## config.mk

```make
export PLATFORM = sky130hd
export DESIGN_NAME = alu_issue_seq
export DESIGN_NICKNAME = d
export VERILOG_FILES = /design/src/rtl/alu_issue_seq.sv
export SDC_FILE = /design/constraint.sdc
export NUM_CORES = 1
export LEC_CHECK = 0
export CAP_MARGIN = 20
export CELL_PAD_IN_SITES_DETAIL_PLACEMENT = 1
export CELL_PAD_IN_SITES_GLOBAL_PLACEMENT = 2
export CORE_UTILIZATION = 22
export CTS_CLUSTER_SIZE = 40
export DETAILED_ROUTE_END_ITERATION = 10
export PLACE_DENSITY = 0.92
export SLEW_MARGIN = 30
export SYNTH_ARGS = -nofsm -noshare
export SYNTH_HDL_FRONTEND = slang
export SYNTH_SLANG_ARGS = --single-unit
```

## constraint.sdc

```tcl
create_clock -name clock -period 3.8 [get_ports clock]
set_clock_uncertainty 0.15 [all_clocks]
set_input_delay 0.76 -clock clock [delete_from_list [all_inputs] [get_ports clock]]
set_output_delay 0.76 -clock clock [all_outputs]
set_load 0.01 [all_outputs]
```

## src/rtl/alu_issue_seq.sv

```systemverilog
// Issue sequencer for the combinational ALU: accepts a request, holds the ALU
// operands for an opcode-dependent settle time, then returns the captured result.
module alu_issue_seq #(
  parameter int MUL_CYCLES = 4,
  parameter int DIV_CYCLES = 8
) (
  input  logic        clock,
  input  logic        clear,
  input  logic        req_valid,
  output logic        req_ready,
  input  logic        req_incpc,
  input  logic [4:0]  req_opcode,
  input  logic [31:0] req_a,
  input  logic [31:0] req_b,
  output logic [31:0] alu_a,
  output logic [31:0] alu_b,
  output logic [4:0]  alu_opcode,
  output logic        alu_incpc,
  input  logic [31:0] alu_hi,
  input  logic [31:0] alu_lo,
  output logic        rsp_valid,
  input  logic        rsp_ready,
  output logic [31:0] rsp_hi,
  output logic [31:0] rsp_lo,
  output logic        rsp_err,
  output logic        rsp_divz,
  output logic        busy
);

  localparam int MAX_N = (MUL_CYCLES > DIV_CYCLES) ? MUL_CYCLES : DIV_CYCLES;
  localparam int CNT_W = $clog2(MAX_N + 1);

  localparam logic [4:0] OP_ADD  = 5'b00011;
  localparam logic [4:0] OP_SUB  = 5'b00100;
  localparam logic [4:0] OP_SHR  = 5'b00101;
  localparam logic [4:0] OP_SHRA = 5'b00110;
  localparam logic [4:0] OP_SHL  = 5'b00111;
  localparam logic [4:0] OP_ROR  = 5'b01000;
  localparam logic [4:0] OP_ROL  = 5'b01001;
  localparam logic [4:0] OP_AND  = 5'b01010;
  localparam logic [4:0] OP_OR   = 5'b01011;
  localparam logic [4:0] OP_MUL  = 5'b01111;
  localparam logic [4:0] OP_DIV  = 5'b10000;

  typedef enum logic [1:0] {IDLE, EXEC, RESP} state_e;

  state_e             state;
  state_e             state_nxt;
  logic [CNT_W-1:0]   count;
  logic [CNT_W-1:0]   load_n;
  logic               accept;
  logic               req_ok;
  logic               last;
  logic               wide_op;
  logic               div_op;

  function automatic logic is_legal(input logic [4:0] op);
    case (op)
      OP_ADD, OP_SUB, OP_SHR, OP_SHRA, OP_SHL, OP_ROR, OP_ROL,
      OP_AND, OP_OR, OP_MUL, OP_DIV: return 1'b1;
      default:                       return 1'b0;
    endcase
  endfunction

  always_comb begin
    accept  = req_valid && (state == IDLE);
    req_ok  = req_incpc || is_legal(req_opcode);
    last    = (count == CNT_W'(1));
    div_op  = !alu_incpc && (alu_opcode == OP_DIV);
    wide_op = div_op || (!alu_incpc && (alu_opcode == OP_MUL));
    load_n  = CNT_W'(1);
    if (!req_incpc && req_opcode == OP_MUL)      load_n = CNT_W'(MUL_CYCLES);
    else if (!req_incpc && req_opcode == OP_DIV) load_n = CNT_W'(DIV_CYCLES);
  end

  always_ff @(posedge clock) begin
    if (clear) state <= IDLE;
    else       state <= state_nxt;
  end

  always_comb begin
    state_nxt = state;
    case (state)
      IDLE:    if (accept) state_nxt = req_ok ? EXEC : RESP;
      EXEC:    if (last) state_nxt = RESP;
      RESP:    if (rsp_ready) state_nxt = IDLE;
      default: state_nxt = IDLE;
    endcase
  end

  always_comb begin
    req_ready = (state == IDLE);
    rsp_valid = (state == RESP);
    busy      = (state != IDLE);
  end

  // Illegal requests bypass EXEC, so their zeroed response is loaded at accept time.
  always_ff @(posedge clock) begin
    if (clear) begin
      count      <= '0;
      alu_a      <= '0;
      alu_b      <= '0;
      alu_opcode <= '0;
      alu_incpc  <= 1'b0;
      rsp_hi     <= '0;
      rsp_lo     <= '0;
      rsp_err    <= 1'b0;
      rsp_divz   <= 1'b0;
    end else begin
      case (state)
        IDLE: begin
          if (accept) begin
            alu_a      <= req_a;
            alu_b      <= req_b;
            alu_opcode <= req_opcode;
            alu_incpc  <= req_incpc;
            count      <= load_n;
            if (!req_ok) begin
              rsp_hi   <= '0;
              rsp_lo   <= '0;
              rsp_err  <= 1'b1;
              rsp_divz <= 1'b0;
            end
          end
        end
        EXEC: begin
          count <= count - CNT_W'(1);
          if (last) begin
            rsp_lo   <= alu_lo;
            rsp_hi   <= wide_op ? alu_hi : '0;
            rsp_divz <= div_op && (alu_b == '0);
            rsp_err  <= 1'b0;
          end
        end
        default: ;
      endcase
    end
  end

endmodule

```

==> tab_implementation.tex, run 1 <==
\begin{tabular}{lr}
\hline
Metric & Value \\
\hline
\multicolumn{2}{l}{\textbf{Status}} \\
Result of the run & completed \\
\multicolumn{2}{l}{\textbf{Place}} \\
Worst slack after detailed placement & 0.588 ns \\
Instance count after placement with tap cells included & 1156 \\
Placed cell areas & 0.00819 mm² \\
Detailed Place HPWL & 13200 µm \\
Count of buffers inserted at the top-level ports & 276 \\
Final GP Congestion & 0.708 \\
\multicolumn{2}{l}{\textbf{Yosys}} \\
Ranking of synthesized cells by area & sky130\_fd\_sc\_hd\_\_dfxtp\_1 (55\%), sky130\_fd\_sc\_hd\_\_nand2\_1 (13\%), sky130\_fd\_sc\_hd\_\_a21oi\_1 (11\%), sky130\_fd\_sc\_hd\_\_o21ai\_0 (3.8\%), sky130\_fd\_sc\_hd\_\_a22o\_1 (3.4\%) \\
Ranking of synthesized cells by instance count & sky130\_fd\_sc\_hd\_\_nand2\_1 (178), sky130\_fd\_sc\_hd\_\_dfxtp\_1 (142), sky130\_fd\_sc\_hd\_\_a21oi\_1 (110), sky130\_fd\_sc\_hd\_\_o21ai\_0 (39), sky130\_fd\_sc\_hd\_\_clkbuf\_1 (21) \\
Ys flop type & sky130\_fd\_sc\_hd\_\_dfxtp\_1 \\
Most area-hungry cell type in the Yosys netlist & sky130\_fd\_sc\_hd\_\_dfxtp\_1 \\
Most common cell in the synthesized netlist & sky130\_fd\_sc\_hd\_\_nand2\_1 \\
Number of register bits inferred by synthesis & 142 \\
Cells after synthesis & 604 \\
FFs w/ async S/R, synth & 0\% \\
Total nets after synthesis & 744 \\
Avg Inst Size Synth & 8.56 µm² \\
Synthesis Warnings & 0 \\
Portion of the post-synthesis area used by sequential elements & 55.0\% \\
Combined area of all synthesized cells & 0.00517 mm² \\
Number of synthesized flops with an enable pin & 0 \\
Top-area cell type share of the netlist area & 55.0\% \\
Distinct cell type count after synthesis & 39 \\
\multicolumn{2}{l}{\textbf{STA}} \\
Fmax & 361 MHz \\
Worst Hold Margin & 0.301 ns \\
Final Cycle Share & 72.8\% \\
Worst slew slack as a fraction of its limit & 50.7\% \\
Actual slew at the worst max-slew pin & 0.739 ns \\
Final Critical Period & 2.77 ns \\
Setup WS post-layout & 1.03 ns \\
Final-report hold violation count & 0 \\
Setup TNS & 0 ns \\
Setup repair after global routing missed its margin & false \\
Number of setup violations in the final report & 0 \\
Final Slew Violations & 0 \\
\multicolumn{2}{l}{\textbf{Clock tree}} \\
Root buffer cell & sky130\_fd\_sc\_hd\_\_clkbuf\_16 \\
CTS tree & done \\
Clock sink count & 142 \\
Cts bufs inserted & 17 \\
Post-CTS setup buffer count & 0 \\
Reg clk slew, reported paths & 0.06 ns \\
Clock latency at the later pin of the worst-skew pair & 0.42 ns \\
Clk buf depth & 2 \\
Resized Gates After CTS & 0 \\
Post-CTS Hold Buffers & 0 \\
Clock H-tree levels & 4 \\
\multicolumn{2}{l}{\textbf{Floorplan}} \\
Starting Density & 22.6\% \\
Chip Height & 155 µm \\
Number of primary I/O pins & 277 \\
Full die area & 0.0241 mm² \\
Core Region & 0.0228 mm² \\
Horizontal extent of the die & 155 µm \\
Site row count & 55 \\
\multicolumn{2}{l}{\textbf{Global route}} \\
Final global-route overflow total & 0 \\
Global routing usage summed across all routing layers & 15.5\% \\
Largest net degree at the start of global routing & 68 \\
Initial antenna violation count & 0 \\
First-pass GRT wire length & 29100 µm \\
Via count of the first global-routing pass & 5404 \\
\multicolumn{2}{l}{\textbf{Worst setup path}} \\
Crit path launch type & input port \\
Type of the setup path with the least slack & input port to flop \\
Critical Path Fanout Max & 33 \\
Worst Reg2Reg Path Length in Cells & 7 \\
CP endpoint kind & flop \\
CP Data Required Time & 3.99 ns \\
Worst EP arrival & 2.95 ns \\
\multicolumn{2}{l}{\textbf{Routing}} \\
DR pass1 iterations & 4 \\
Total via count in the routed design & 5267 \\
Post-route antenna net violation count & 0 \\
Average routed wire per standard cell & 15.8 µm \\
Avg Vias per Cell & 4.43 \\
Total Wirelength & 18800 µm \\
DRC violation count after routing & 0 \\
Count of routing violations after the opening detailed-route iteration & 240 \\
\multicolumn{2}{l}{\textbf{Finish}} \\
Proportion of layout cells with a drive suffix above 1 & 7.20\% \\
Final antenna diode count & 0 \\
Post-route insts no fill & 1188 \\
Final \#Nets & 1002 \\
Relative area change from synthesis to final layout & 69.4\% \\
Share of the core filled with cells & 38.3\% \\
Final design area excluding fillers & 0.00876 mm² \\
\multicolumn{2}{l}{\textbf{Power}} \\
Power Dens Cells & 456 mW/mm² \\
P\_leak & 3.10 nW \\
Part of the total power dissipated in the clock network & 40.5\% \\
Largest voltage drop on the vdd net & 268 µV \\
Share of power burned in registers & 41.2\% \\
Sw frac & 27.8\% \\
Cell internal power dissipation & 2.88 mW \\
Total power & 3.99 mW \\
Comb pwr share & 18.3\% \\
Net load switching power & 1.11 mW \\
\multicolumn{2}{l}{\textbf{Job}} \\
Number of max-cap violations & 0 \\
\multicolumn{2}{l}{\textbf{Hold path}} \\
Tightest Hold Check Type & flop to flop \\
Hold Path Cell Cnt & 2 \\
\hline
\end{tabular}
[routing by layer]
metal	part of all wire, %	track usage, %	vias up
met5	0	0	-
met4	1.2	3.73	0
met3	10	7.66	16
met2	48	26.7	194
met1	40	16.8	2476
li1	-	-	2581
[power by group through the flow]
stage	combinational [mW]	clock [mW]	sequential, mW
finish	0.730	1.62	1.64
global route	0.802	1.74	1.66
CTS	0.751	1.68	1.65
detailed placement	0.747	0	1.68
global placement	0.735	0	1.67
floorplan	0.285	0	1.70
[worst paths after layout]
kind	startpoint	to	slack (ns)
min	alu_a[23]	alu_a[23]	0.30
max reg2reg	count[0]	rsp_lo[10]	1.42
min reg2reg	alu_a[23]	alu_a[23]	0.30
max	req_opcode[2]	rsp_lo[5]	1.03
[registers in the layout, indices dropped and copies added (netlist names)]
register and count:
alu_a 32, alu_b 32, alu_incpc 1, alu_opcode 5, count 4, rsp_divz 1, rsp_err 1, rsp_hi 32
rsp_lo 32, state 2
[kinds of logic after synthesis]
kind of cell               after synthesis  synth area share, %
and+or+nand+nor                        217                 17.6
AOI/OAI and AO/OA                      193                 22.4
DFF                                    142                 55.0
adders and majority gates                2                0.484
buffers and inverters                   50                 4.50
[placed cells by master (no fill, tap or decap), types with 5 or more instances in the layout]
master	synthesis	layout
sky130_fd_sc_hd__nor2_1	8	6
sky130_fd_sc_hd__clkdlybuf4s50_1	0	275
sky130_fd_sc_hd__o21ai_0	39	39
sky130_fd_sc_hd__clkbuf_16	0	17
sky130_fd_sc_hd__clkinvlp_4	0	5
sky130_fd_sc_hd__buf_4	0	6
sky130_fd_sc_hd__nand2_1	178	177
sky130_fd_sc_hd__inv_1	7	7
sky130_fd_sc_hd__dfxtp_1	142	142
sky130_fd_sc_hd__a21oi_1	110	110
sky130_fd_sc_hd__a22o_2	12	12
sky130_fd_sc_hd__nor4_1	9	9
sky130_fd_sc_hd__a22o_1	20	20
[critical path, cell delays in order]
cell and delay (ns):
sky130_fd_sc_hd__clkdlybuf4s50_1 0.62, sky130_fd_sc_hd__or2b_2 0.33, sky130_fd_sc_hd__a21oi_1 0.31, sky130_fd_sc_hd__o41a_2 0.58, sky130_fd_sc_hd__o21ai_0 0.16, sky130_fd_sc_hd__a21oi_1 0.18
[cell type report]
class	instances	area, µm²
Inverter	7	26.3
Multi-Input combinational cell	412	2110
Clock inverter	13	129
Timing Repair Buffer	282	2820
Sequential cell	142	2840
Clock buffer	19	443
Fill cell	2635	14100
Tap cell	313	392
No activity file was read; power rests on OpenSTA's default activity.
==> inputs of run 2 (changes only) <==
--- a/config.mk
+++ b/config.mk
@@ -8,10 +8,10 @@
 export CAP_MARGIN = 20
 export CELL_PAD_IN_SITES_DETAIL_PLACEMENT = 1
 export CELL_PAD_IN_SITES_GLOBAL_PLACEMENT = 2
-export CORE_UTILIZATION = 22
+export CORE_UTILIZATION = 19
 export CTS_CLUSTER_SIZE = 40
 export DETAILED_ROUTE_END_ITERATION = 10
-export PLACE_DENSITY = 0.92
+export PLACE_DENSITY = 0.85
 export SLEW_MARGIN = 30
 export SYNTH_ARGS = -nofsm -noshare
 export SYNTH_HDL_FRONTEND = slang
==> constraint.sdc (replaced) <==
create_clock -name clock -period 2.36 [get_ports clock]
set_clock_uncertainty 0.15 [all_clocks]
set_input_delay 0.472 -clock clock [delete_from_list [all_inputs] [get_ports clock]]
set_output_delay 0.472 -clock clock [all_outputs]
set_load 0.01 [all_outputs]
==> run 2 against run 1 <==
Via count shrank 0.13%; flip-flop and latch count stayed put; register-to-register slack worse by 1.1 ns; utilization down 4.4 points; combinational power rose by 73%; largest power group is now clock.
==> tab_implementation.tex, run 2 (synthesis gave the netlist of run 1 again) <==
\begin{tabular}{lr}
\hline
Metric & Value \\
\hline
\multicolumn{2}{l}{\textbf{Status}} \\
Result of the run & completed \\
\multicolumn{2}{l}{\textbf{Global route}} \\
Largest net degree at the start of global routing & 112 (+65\%) \\
Global routing usage on met2 & 23.4\% (-3.3 points) \\
Final global-route overflow total & 0 (unchanged) \\
Layer with the highest usage & met2 \\
Via count of the first global-routing pass & 5526 (+2.3\%) \\
Routing usage on met1 & 15.7\% (-1.1 points) \\
Global routing usage summed across all routing layers & 13.9\% (-1.6 points) \\
Met3 Resource Use GR & 6.35\% (-1.3 points) \\
Initial antenna violation count & 1 (+1) \\
First-pass GRT wire length & 30400 µm (+4.5\%) \\
\multicolumn{2}{l}{\textbf{Clock tree}} \\
Cts bufs inserted & 17 (unchanged) \\
Clock H-tree levels & 4 (unchanged) \\
Clk buf depth & 2 (unchanged) \\
Clock sink count & 142 (unchanged) \\
Clock latency at the later pin of the worst-skew pair & 0.42 ns (about the same) \\
CTS tree & done \\
Root buffer cell & sky130\_fd\_sc\_hd\_\_clkbuf\_16 \\
Reg clk slew, reported paths & 0.06 ns (about the same) \\
Post-CTS Hold Buffers & 0 (unchanged) \\
Post-CTS setup buffer count & 0 (unchanged) \\
\multicolumn{2}{l}{\textbf{Hold path}} \\
Tightest Hold Check Type & flop to flop \\
\multicolumn{2}{l}{\textbf{Floorplan}} \\
Core Region & 0.0268 mm² (+17\%) \\
Starting Density & 19.3\% (-3.3 points) \\
Full die area & 0.0279 mm² (+16\%) \\
Horizontal extent of the die & 167 µm (+7.5\%) \\
Site row count & 60 (+9.1\%) \\
Number of primary I/O pins & 277 (unchanged) \\
Chip Height & 167 µm (+7.5\%) \\
\multicolumn{2}{l}{\textbf{Worst setup path}} \\
CP startpoint & state[0] \\
Crit path launch type & flop \\
Worst EP arrival & 1.62 ns (-1.33 ns) \\
Capture point of the critical path & busy \\
Worst Reg2Reg Path Length in Cells & 6 (-1) \\
Critical Path Fanout Max & 11 (-67\%) \\
CP Data Required Time & 1.74 ns (-2.25 ns) \\
Destination of the worst register-to-register timing path & rsp\_lo[0] \\
R2r startpoint & count[0] \\
Worst R2R Setup Slack & 0.31 ns (-1.11 ns) \\
CP endpoint kind & primary output \\
Type of the setup path with the least slack & flop to primary output \\
\multicolumn{2}{l}{\textbf{Power}} \\
Total power & 6.89 mW (+73\%) \\
Power Dens Cells & 758 mW/mm² (+66\%) \\
Largest voltage drop on the vdd net & 409 µV (+52\%) \\
P\_leak & 3.27 nW (+5.4\%) \\
\multicolumn{2}{l}{\textbf{Place}} \\
Instance count after placement with tap cells included & 1202 (+4.0\%) \\
Placed cell areas & 0.00844 mm² (+3.1\%) \\
Count of buffers inserted at the top-level ports & 276 (unchanged) \\
Final GP Congestion & 0.706 (-0.34\%) \\
Detailed Place HPWL & 13400 µm (+1.3\%) \\
\multicolumn{2}{l}{\textbf{Routing}} \\
Avg Vias per Cell & 4.26 (-3.9\%) \\
Total Wirelength & 19300 µm (+2.6\%) \\
Count of routing violations after the opening detailed-route iteration & 211 (-12\%) \\
DR pass1 iterations & 4 (unchanged) \\
Post-route antenna net violation count & 0 (unchanged) \\
Total via count in the routed design & 5260 (-0.13\%) \\
DRC violation count after routing & 0 (unchanged) \\
Average routed wire per standard cell & 15.6 µm (-1.2\%) \\
\multicolumn{2}{l}{\textbf{STA}} \\
Actual slew at the worst max-slew pin & 0.551 ns (-0.188 ns) \\
Final Cycle Share & 94.9\% \\
Worst slew slack as a fraction of its limit & 63.2\% (+13 points) \\
Setup repair after global routing missed its margin & false \\
Final Critical Period & 2.24 ns \\
Final-report hold violation count & 0 (unchanged) \\
Final Slew Violations & 0 (unchanged) \\
Fmax & 447 MHz \\
Number of setup violations in the final report & 0 (unchanged) \\
\multicolumn{2}{l}{\textbf{Finish}} \\
Most common library cell in the layout ignoring fill and taps & sky130\_fd\_sc\_hd\_\_clkdlybuf4s50\_1 \\
Final \#Nets & 1020 (+1.8\%) \\
Post-route insts no fill & 1234 (+3.9\%) \\
Relative area change from synthesis to final layout & 75.9\% \\
Proportion of layout cells with a drive suffix above 1 & 9.41\% (+2.2 points) \\
Final antenna diode count & 0 (unchanged) \\
Final design area excluding fillers & 0.00909 mm² (+3.8\%) \\
Share of the core filled with cells & 33.9\% (-4.4 points) \\
Highest-count cells in the layout ignoring fill and taps & sky130\_fd\_sc\_hd\_\_clkdlybuf4s50\_1 (274), sky130\_fd\_sc\_hd\_\_nand2\_1 (177), sky130\_fd\_sc\_hd\_\_dfxtp\_1 (140) \\
\multicolumn{2}{l}{\textbf{Job}} \\
Number of max-cap violations & 0 (unchanged) \\
\hline
\end{tabular}
==> run 2: how the worst min path moves through the flow <==
stage	cells past startpoint	endpoint	slack, ns	startpoint
global placement	2	alu_a[13]	0.29	alu_a[13]
global route	2	alu_a[30]	0.32	alu_a[30]
detailed placement	2	alu_a[24]	0.30	alu_a[24]
CTS	2	alu_a[1]	0.31	alu_a[1]
floorplan	2	count[1]	0.31	count[1]
finish	2	alu_a[1]	0.30	alu_a[1]
==> run 2: worst max-delay path, stage by stage (launching register included) <==
cell                              delay (ns)
sky130_fd_sc_hd__dfxtp_2                0.43
sky130_fd_sc_hd__nor2_2                 0.08
sky130_fd_sc_hd__inv_1                  0.11
sky130_fd_sc_hd__clkdlybuf4s50_1        0.57
==> run 2: stage by stage <==
step | setup WS [ns] | setup TNS [ns] | hold WS, ns
3_3_place_gp | -0.213 | -12.18 | 0.291
4_1_cts | 0.0176 | 0 | 0.307
2_1_floorplan | 0.379 | 0 | 0.313
5_1_grt | 0.0201 | 0 | 0.322
3_5_place_dp | -0.279 | -16.16 | 0.299
6_report | 0.122 | 0 | 0.304
==> run 2: report_power, final <==
| part | total (mW) | switching [mW] | leakage, nW | internal, mW |
|---|---|---|---|---|
| sequential | 2.65 | 0.101 | 1.16 | 2.55 |
| combinational | 1.26 | 0.599 | 1.80 | 0.657 |
| clock | 2.99 | 1.16 | 0.306 | 1.82 |
==> run 2: layout make-up <==
class	instances	area, µm²
Multi-Input combinational cell	412	2110
Fill cell	3070	17700
Sequential cell	142	2850
Timing Repair Buffer	300	3040
Tap cell	341	427
Clock buffer	18	439
Inverter	7	26.3
Clock inverter	14	206
==> run 2: routing by layer <==
metal / share of wire (%) / vias up / routed length (µm)
met1: 42 / 2459 / 8080
met2: 48 / 178 / 9180
li1: - / 2612 / -
met5: 0 / - / 0
met3: 9.5 / 11 / 1830
met4: 0.87 / 0 / 168
==> run 2: what timing repair did <==
item,in CTS,in global routing
gates resized for setup,3,1
pin swaps,0,0
endpoints found under the setup margin,3,1
==> inputs of run 3 (changes only) <==
--- a/config.mk
+++ b/config.mk
@@ -5,13 +5,14 @@
 export SDC_FILE = /design/constraint.sdc
 export NUM_CORES = 1
 export LEC_CHECK = 0
-export CAP_MARGIN = 20
+export CAP_MARGIN = 5
 export CELL_PAD_IN_SITES_DETAIL_PLACEMENT = 1
 export CELL_PAD_IN_SITES_GLOBAL_PLACEMENT = 2
-export CORE_UTILIZATION = 19
+export CORE_UTILIZATION = 30
 export CTS_CLUSTER_SIZE = 40
 export DETAILED_ROUTE_END_ITERATION = 10
-export PLACE_DENSITY = 0.85
+export DONT_BUFFER_PORTS = 1
+export PLACE_DENSITY = 0.83
 export SLEW_MARGIN = 30
 export SYNTH_ARGS = -nofsm -noshare
 export SYNTH_HDL_FRONTEND = slang
==> run 3 against run 2 <==
Sequential share of layout area up 14 points; combinational power down 47%; fmax up 0.48%; flip-flop and latch count unchanged; cell count down 31%; clock power down 6.7%; worst setup slack better by 0.011 ns; utilization up 3.5 points; worst hold slack worse by 0.27 ns; largest power group unchanged; critical endpoint is now count[3]; largest cell class is now registers; highest routed layer unchanged.
==> tab_implementation.tex, run 3 (synthesis gave the netlist of run 1 again) <==
\begin{tabular}{lr}
\hline
Metric & Value \\
\hline
\multicolumn{2}{l}{\textbf{Status}} \\
Result of the run & completed \\
\multicolumn{2}{l}{\textbf{Floorplan}} \\
Full die area & 0.0178 mm² (-36\%) \\
Number of primary I/O pins & 277 (unchanged) \\
Starting Density & 30.9\% (+12 points) \\
Horizontal extent of the die & 133 µm (-20\%) \\
Chip Height & 133 µm (-20\%) \\
Site row count & 47 (-22\%) \\
Core Region & 0.0167 mm² (-38\%) \\
\multicolumn{2}{l}{\textbf{Routing}} \\
Total via count in the routed design & 4393 (-16\%) \\
Post-route antenna net violation count & 0 (unchanged) \\
Total Wirelength & 15800 µm (-18\%) \\
Average routed wire per standard cell & 18.7 µm (+20\%) \\
DR pass1 iterations & 4 (unchanged) \\
Count of routing violations after the opening detailed-route iteration & 172 (-18\%) \\
DRC violation count after routing & 0 (unchanged) \\
Avg Vias per Cell & 5.19 (+22\%) \\
\multicolumn{2}{l}{\textbf{Worst setup path}} \\
Worst path slowest cell & sky130\_fd\_sc\_hd\_\_dlygate4sd3\_1 \\
Worst EP arrival & 2.38 ns (+0.76 ns) \\
Critical Path Fanout Max & 9 (-2) \\
Worst R2R Setup Slack & 0.13 ns (-0.18 ns) \\
Type of the setup path with the least slack & flop to flop \\
Crit path launch type & flop \\
CP Data Required Time & 2.51 ns (+0.77 ns) \\
Largest stage delay, worst path & 0.55 ns (-0.02 ns) \\
Cell-by-cell listing of the critical path & nand2b\_1 > or4\_1 > nand3\_1 > o21a\_1 > a21oi\_1 > dlygate4sd3\_1 \\
Buffers plus inverters on the worst setup path & 1 (-1) \\
Kind of cell adding the most delay to the critical path & simple AND/OR/NAND/NOR gates \\
CP endpoint kind & flop \\
\multicolumn{2}{l}{\textbf{STA}} \\
Actual slew at the worst max-slew pin & 0.524 ns (-0.0271 ns) \\
Final Critical Period & 2.23 ns (-0.0106 ns) \\
Setup WS post-layout & 0.132 ns (+0.0106 ns) \\
Number of setup violations in the final report & 0 (unchanged) \\
Fmax & 449 MHz (+0.48\%) \\
Setup TNS & 0 ns (unchanged) \\
Final Cycle Share & 94.4\% (-0.45 points) \\
Final-report hold violation count & 0 (unchanged) \\
Worst slew slack as a fraction of its limit & 64.7\% (+1.5 points) \\
Final Slew Violations & 0 (unchanged) \\
\multicolumn{2}{l}{\textbf{Finish}} \\
Number of inserted filler cells in the final layout & 1940 (-37\%) \\
Proportion of layout cells with a drive suffix above 1 & 11.2\% (+1.8 points) \\
Most common library cell in the layout ignoring fill and taps & sky130\_fd\_sc\_hd\_\_nand2\_1 \\
Highest-count cells in the layout ignoring fill and taps & sky130\_fd\_sc\_hd\_\_nand2\_1 (177), sky130\_fd\_sc\_hd\_\_dfxtp\_1 (141), sky130\_fd\_sc\_hd\_\_a21oi\_1 (110) \\
Final \#Nets & 753 (-26\%) \\
Final antenna diode count & 0 (unchanged) \\
Relative area change from synthesis to final layout & 21.0\% \\
Post-route insts no fill & 846 (-31\%) \\
Final design area excluding fillers & 0.00626 mm² (-31\%) \\
\multicolumn{2}{l}{\textbf{Clock tree}} \\
Clock H-tree levels & 4 (unchanged) \\
Cts bufs inserted & 17 (unchanged) \\
Clk buf depth & 2 (unchanged) \\
Clock sink count & 142 (unchanged) \\
Clock latency at the later pin of the worst-skew pair & 0.42 ns (about the same) \\
Root buffer cell & sky130\_fd\_sc\_hd\_\_clkbuf\_16 \\
CTS tree & done \\
Reg clk slew, reported paths & 0.06 ns (about the same) \\
\multicolumn{2}{l}{\textbf{Power}} \\
Largest voltage drop on the vdd net & 495 µV (+21\%) \\
Power Dens Cells & 992 mW/mm² (+31\%) \\
P\_leak & 2.31 nW (-29\%) \\
Total power & 6.20 mW (-10\%) \\
\multicolumn{2}{l}{\textbf{Global route}} \\
Largest net degree at the start of global routing & 113 (+0.89\%) \\
Global routing usage summed across all routing layers & 17.4\% (+3.5 points) \\
First-pass GRT wire length & 24000 µm (-21\%) \\
Via count of the first global-routing pass & 4539 (-18\%) \\
Final global-route overflow total & 0 (unchanged) \\
Initial antenna violation count & 0 (-1) \\
\multicolumn{2}{l}{\textbf{Place}} \\
Count of buffers inserted at the top-level ports & 0 (-100\%) \\
Placed cell areas & 0.00540 mm² (-36\%) \\
Worst slack after detailed placement & 0.271 ns (+0.550 ns) \\
Instance count after placement with tap cells included & 791 (-34\%) \\
Detailed Place HPWL & 10700 µm (-20\%) \\
Final GP Congestion & 0.752 (+6.5\%) \\
\multicolumn{2}{l}{\textbf{Hold path}} \\
Tightest Hold Check Type & input port to flop \\
\multicolumn{2}{l}{\textbf{Job}} \\
Number of max-cap violations & 0 (unchanged) \\
\hline
\end{tabular}
-- run 3: changes by cell type in the layout (fill, tap and decap cells not counted), sizes merged, moves of 2 or more --
cell,delta
clkdlybuf4s50,-274
dlygate4sd3,+19
buf,-11
clkbuf,+3
clkinvlp,-2
-- run 3: final cells by class --
type	instances	area (µm²)	share of cell area, %
flip-flops and latches	142	2840	45.5
multi-input cells	412	2110	33.7
clock buffers	21	460	7.36
repair buffers	33	390	6.24
well taps	220	275	4.40
clock inverters	11	151	2.42
inverters	7	26.3	0.420
-- run 3: worst register-to-register path, cell delays in order, from the launching register on --
cell                            delay, ns
sky130_fd_sc_hd__dfxtp_1             0.39
sky130_fd_sc_hd__nand2b_1            0.28
sky130_fd_sc_hd__or4_1               0.46
sky130_fd_sc_hd__nand3_1             0.10
sky130_fd_sc_hd__o21a_1              0.12
sky130_fd_sc_hd__a21oi_1             0.06
sky130_fd_sc_hd__dlygate4sd3_1       0.55
-- run 3: timing repair --
| action | CTS | global route |
|---|---|---|
| hold endpoints to repair | 109 | 98 |
| resized for setup | 0 | 2 |
| endpoints found under the setup margin | 0 | 2 |
| hold buffers | 11 | 9 |
| buffers inserted | 0 | 3 |
-- run 3: metal layers --
layer	vias to the layer above	GRT usage [%]	wire (µm)
met2	194	29.8	8020
met5	-	0	0
li1	2093	-	-
met1	2084	18.2	5960
met3	22	8.14	1460
met4	0	7.32	378
-- run 3: stage by stage --
stage | utilization (%) | hold slack, ns
finish | 37.5 | 0.0363
floorplan | - | 0.313
global placement | 32.3 | 0.327
CTS | 36.7 | -0.0478
detailed placement | 32.3 | 0.343
global route | 37.5 | 0.00661
-- run 3: worst paths after layout --
check	from	endpoint	cells past startpoint
setup / recovery	state[1]	count[3]	6
hold / removal	alu_hi[10]	rsp_hi[10]	1
setup reg to reg	state[1]	count[3]	6
hold reg to reg	alu_a[23]	alu_a[23]	2
-- run 3: where the power goes --
part / switching [mW] / total [mW] / internal, mW / leakage, nW
Sequential: 0.196 / 2.74 / 2.55 / 1.16
Clock: 1.06 / 2.79 / 1.73 / 0.299
Combinational: 0.408 / 0.667 / 0.258 / 0.849
